==> config.mk <==
export PLATFORM = sky130hd
export DESIGN_NAME = uart_rx
export DESIGN_NICKNAME = d
export VERILOG_FILES = /design/src/rtl/uart_rx.sv
export SDC_FILE = /design/constraint.sdc
export NUM_CORES = 1
export LEC_CHECK = 0
export CAP_MARGIN = 15
export CELL_PAD_IN_SITES_DETAIL_PLACEMENT = 1
export CELL_PAD_IN_SITES_GLOBAL_PLACEMENT = 1
export CORE_ASPECT_RATIO = 0.5
export CORE_MARGIN = 2
export CORE_UTILIZATION = 40
export CTS_CLUSTER_SIZE = 20
export DETAILED_ROUTE_END_ITERATION = 7
export GPL_ROUTABILITY_DRIVEN = 0
export PLACE_DENSITY_LB_ADDON = 0.1
export SYNTH_ARGS = -nofsm -noshare
export SYNTH_HDL_FRONTEND = slang
export SYNTH_SLANG_ARGS = --single-unit
==> constraint.sdc <==
create_clock -name clk -period 5.5 [get_ports clk]
set_clock_uncertainty 0.05 [all_clocks]
set_input_delay 1.1 -clock clk [delete_from_list [all_inputs] [get_ports clk]]
set_output_delay 1.1 -clock clk [all_outputs]
set_load 0.05 [all_outputs]
==> src/rtl/uart_rx.sv <==
// 8n1 UART receiver with OVS-times oversampling and a 2-flop input synchronizer.
// Optional 2-of-3 sample voting is enabled by defining UART_RX_MAJORITY_EN.
module uart_rx #(
    parameter int OVS = 16
) (
    input  logic       clk,
    input  logic       rst_n,
    input  logic       in,
    output logic [7:0] data,
    output logic       data_rdy,
    output logic       frame_err
);

    localparam int CW = $clog2(OVS);
    localparam logic [CW-1:0] HALF = CW'(OVS / 2 - 1);
    localparam logic [CW-1:0] LAST = CW'(OVS - 1);

    localparam logic [2:0] IDLE  = 3'd0;
    localparam logic [2:0] START = 3'd1;
    localparam logic [2:0] DATA  = 3'd2;
    localparam logic [2:0] STOP  = 3'd3;
    localparam logic [2:0] BREAK = 3'd4;

    logic          s1, s2;
    logic [1:0]    warm;
    logic          prev;
    logic [2:0]    state;
    logic [CW-1:0] cnt;
    logic [3:0]    bitn;
    logic [7:0]    shreg;
    logic          sample;

    always_ff @(posedge clk or negedge rst_n) begin
        if (!rst_n) begin
            s1 <= 1'b1;
            s2 <= 1'b1;
        end else begin
            s1 <= in;
            s2 <= s1;
        end
    end

`ifdef UART_RX_MAJORITY_EN
    logic h1, h2;

    always_ff @(posedge clk or negedge rst_n) begin
        if (!rst_n) begin
            h1 <= 1'b1;
            h2 <= 1'b1;
        end else begin
            h1 <= s2;
            h2 <= h1;
        end
    end

    assign sample = (h1 & h2) | (h1 & s2) | (h2 & s2);
`else
    assign sample = s2;
`endif

    // The reset-forced 1s in the synchronizer are not real line history, so a
    // falling edge is only recognised once s2 carries sampled line values.
    always_ff @(posedge clk or negedge rst_n) begin
        if (!rst_n) begin
            warm <= 2'b00;
            prev <= 1'b0;
        end else begin
            warm <= {warm[0], 1'b1};
            prev <= warm[1] ? s2 : 1'b0;
        end
    end

    always_ff @(posedge clk or negedge rst_n) begin
        if (!rst_n) begin
            state     <= IDLE;
            cnt       <= '0;
            bitn      <= 4'd0;
            shreg     <= 8'h00;
            data      <= 8'h00;
            data_rdy  <= 1'b0;
            frame_err <= 1'b0;
        end else begin
            data_rdy  <= 1'b0;
            frame_err <= 1'b0;
            case (state)
                IDLE: begin
                    if (!s2 && prev) begin
                        state <= START;
                        cnt   <= '0;
                    end
                end
                START: begin
                    if (cnt == HALF) begin
                        cnt   <= '0;
                        bitn  <= 4'd0;
                        state <= sample ? IDLE : DATA;
                    end else begin
                        cnt <= cnt + 1'b1;
                    end
                end
                DATA: begin
                    if (cnt == LAST) begin
                        cnt   <= '0;
                        shreg <= {sample, shreg[7:1]};
                        if (bitn == 4'd7) begin
                            bitn  <= 4'd0;
                            state <= STOP;
                        end else begin
                            bitn <= bitn + 4'd1;
                        end
                    end else begin
                        cnt <= cnt + 1'b1;
                    end
                end
                STOP: begin
                    if (cnt == LAST) begin
                        cnt <= '0;
                        if (sample) begin
                            data     <= shreg;
                            data_rdy <= 1'b1;
                            state    <= IDLE;
                        end else begin
                            frame_err <= 1'b1;
                            state     <= BREAK;
                        end
                    end else begin
                        cnt <= cnt + 1'b1;
                    end
                end
                BREAK: begin
                    if (s2) state <= IDLE;
                end
                default: state <= IDLE;
            endcase
        end
    end

endmodule

==> impl_metrics.json <==
{
  "grt_usage_pct": 14.5,
  "hold_path_class": "reg -> reg",
  "ant_nets": 0,
  "cts_buffer_depth": 2,
  "start_util_pct": 42.8,
  "cp.required_ps": 4350,
  "die_width_microns": 90.6,
  "fin_area_sq_um": 1760,
  "first_global_vias": 949,
  "status": "completed",
  "worst_case_vdd_ir_drop_v": 0.000162,
  "maximum_number_of_pins_on_one_net_before_global_route_repair": 35,
  "critPathTopFamily": "buffers and inverters",
  "asyncSetResetFlopFracSynth_pct": 100,
  "final_layout_size_suffix_gt1_share_pct": 26.7,
  "gr-total-overflow": 0,
  "coreArea_sq_um": 3510,
  "endpoint_kind": "output pin",
  "tritoncts": "built",
  "crit_path_cell_trace": "clkdlybuf4s50_1",
  "routed_wl_microns": 2650,
  "area.sequential_sq_um": 853,
  "yosysWarningCount": 0,
  "synth-seq-area-share_pct": 56.8,
  "clkSinkCount": 34,
  "multi_input_area_sq_um": 597,
  "cts_hold_buffers": 0,
  "ys_dominant_reg_cell": "sky130_fd_sc_hd__dfrtp_1",
  "synth_area_per_cell_sq_um": 12.7,
  "final_hpwl_from_detailed_placement_microns": 1780,
  "routed-wl-met3_microns": 112,
  "drt-vias-per-instance": 4.95,
  "powerDensity_nw_per_um2": 369,
  "cp_data_arrival_time_ps": 1450,
  "postSynthNetCount": 123,
  "syn_to_final_growth_pct": 17.1,
  "wl_per_cell_microns": 14.2,
  "ioPinCount": 13,
  "wl_met2_microns": 1210,
  "synthesis.area_sq_um": 1500,
  "holdWs_ps": 308,
  "fmax_ghz": 0.385,
  "drc": 0,
  "fill_cells": 365,
  "wl_met1_microns": 1310,
  "max_slew_margin_pct": 56.8,
  "cts_max_level": 2,
  "synthCells": 118,
  "max_cap_violations": 0,
  "drt_iter0_drc": 15,
  "placedInstanceArea_sq_um": 1660,
  "std_cell_rows": 15,
  "critical_path.max_fanout": 2,
  "num_antenna_cells": 0,
  "num_vias": 920,
  "cts.reportedPaths.clkPinSlew_ps": 70,
  "cp.buffers_inverters": 1,
  "worst_skew_pair.late_latency_ps": 290,
  "power.leakage_nw": 0.811,
  "synth_edf_count": 0,
  "final_number_of_setup_violating_endpoints": 0,
  "synth-seq-cells": 34,
  "cp-start-kind": "flip-flop",
  "dr.pass1.iters": 4,
  "final_hold_viol_count": 0,
  "max_slew.worst_pin.slew_ps": 644,
  "highest-signal-layer": "met4",
  "antenna_violations_before_repair": 0,
  "critPathSlowestCell": "sky130_fd_sc_hd__clkdlybuf4s50_1",
  "die-area_sq_um": 4290,
  "grt_pass1_wl_microns": 4570,
  "final_max_slew_viol_count": 0,
  "min_period_ps": 2600,
  "finalCritPeriodShare_pct": 47.3,
  "post_cts_resize_count": 0,
  "die_height_microns": 47.3,
  "rsz0062_at_grt": "no",
  "synth.lib_cells_used.distinct": 38,
  "design.final.nets": 139,
  "timing.critical_path.slowest_cell_delay_ps": 810,
  "post-cts-setup-buffer-count": 0,
  "cts-root-buf": "sky130_fd_sc_hd__clkbuf_8",
  "timing.setup.tns_ps": 0,
  "place.port_buffers": 12,
  "utilization_pct": 50.1,
  "critical_path_class": "reg -> out",
  "cts_made_buffers": 5
}
[synth_stat cells, types with 2 or more instances]
master	number	share of area (%)
sky130_fd_sc_hd__nand3b_1	2	1.0
sky130_fd_sc_hd__nand3_1	4	1.3
sky130_fd_sc_hd__ha_1	2	1.7
sky130_fd_sc_hd__dfstp_2	2	3.5
sky130_fd_sc_hd__nor3b_1	2	1.0
sky130_fd_sc_hd__nor2b_1	3	1.3
sky130_fd_sc_hd__o21ai_0	8	2.7
sky130_fd_sc_hd__buf_6	2	1.5
sky130_fd_sc_hd__clkbuf_1	2	0.50
sky130_fd_sc_hd__mux2_2	10	7.5
sky130_fd_sc_hd__nand2_1	10	2.5
sky130_fd_sc_hd__inv_1	3	0.75
sky130_fd_sc_hd__a21oi_1	3	1.0
sky130_fd_sc_hd__nor2_1	3	0.75
sky130_fd_sc_hd__mux2_4	8	8.0
sky130_fd_sc_hd__dfrtp_1	32	53
[state kept, by name (all words and copies together), names as in the netlist]
register / flops
cnt: 4
shreg: 8
bitn: 4
data_rdy: 1
warm: 2
prev: 1
frame_err: 1
data: 8
state: 3
s2: 1
s1: 1
[final timing paths]
kind | start | end | slack [ps] | cells after the start
worst max-delay path | data[4] | data[4] | 2900 | 1
worst min-delay path | s1 | s2 | 310 | 0
worst max register to register | cnt[1] | data[6] | 3210 | 5
worst min register to register | s1 | s2 | 310 | 0
max in group asynchronous | rst_n | s2 | 3880 | 2
min in group asynchronous | rst_n | bitn[3] | 1170 | 2
[metrics by stage]
step | power [mW] | cells | setup WS [ps]
after floorplan | 0.424 | 118 | 3500
after global placement | 0.450 | 178 | 3210
after detailed placement | 0.456 | 178 | 3210
after CTS | 0.657 | 186 | 2880
after global routing | 0.693 | 186 | 2840
final | 0.648 | 186 | 2900
[layout make-up]
type	count	share of cell area, %
timing repair buffer	13	7.26
inverter	5	1.21
multi-input combinational	75	34.0
clock inverter	2	0.712
sequential	34	48.5
clock buffer	6	4.70
tap	51	3.63
[where the power goes]
group          switching (mW)  internal, mW
logic                  0.0701        0.0625
clock network          0.0953         0.101
registers              0.0399         0.279
[per-layer routing]
metal	track usage, %	up-vias
li1	-	438
met1	18.9	464
met2	22.8	14
met3	5.30	4
met4	5.54	0
met5	0	-
[cells in the final DEF (no fill, tap or decap), types with 2 or more instances in the layout]
cell	instances
sky130_fd_sc_hd__a21oi_1	3
sky130_fd_sc_hd__clkbuf_8	6
sky130_fd_sc_hd__clkdlybuf4s50_1	12
sky130_fd_sc_hd__dfrtp_1	32
sky130_fd_sc_hd__dfstp_2	2
sky130_fd_sc_hd__ha_1	2
sky130_fd_sc_hd__inv_1	3
sky130_fd_sc_hd__mux2_2	10
sky130_fd_sc_hd__mux2_4	8
sky130_fd_sc_hd__nand2_1	10
sky130_fd_sc_hd__nand3_1	4
sky130_fd_sc_hd__nand3b_1	2
sky130_fd_sc_hd__nor2_1	3
sky130_fd_sc_hd__nor2b_1	3
sky130_fd_sc_hd__nor3b_1	2
sky130_fd_sc_hd__o21ai_0	8
[kinds of logic (layout without fill, tap and decap cells)]
kind of cell	Yosys count	in the layout	synth area share, %
AOI/OAI and AO/OA	19	19	8.58
DFF	34	34	56.8
other	1	1	0.250
buffers and inverters	9	26	3.42
xor gates and xnor gates	1	1	0.583
adders and majority gates	2	2	1.67
muxes	19	19	16.2
and+or+nand+nor	33	33	12.5
Note: power is estimated with default switching activity, not from simulation.
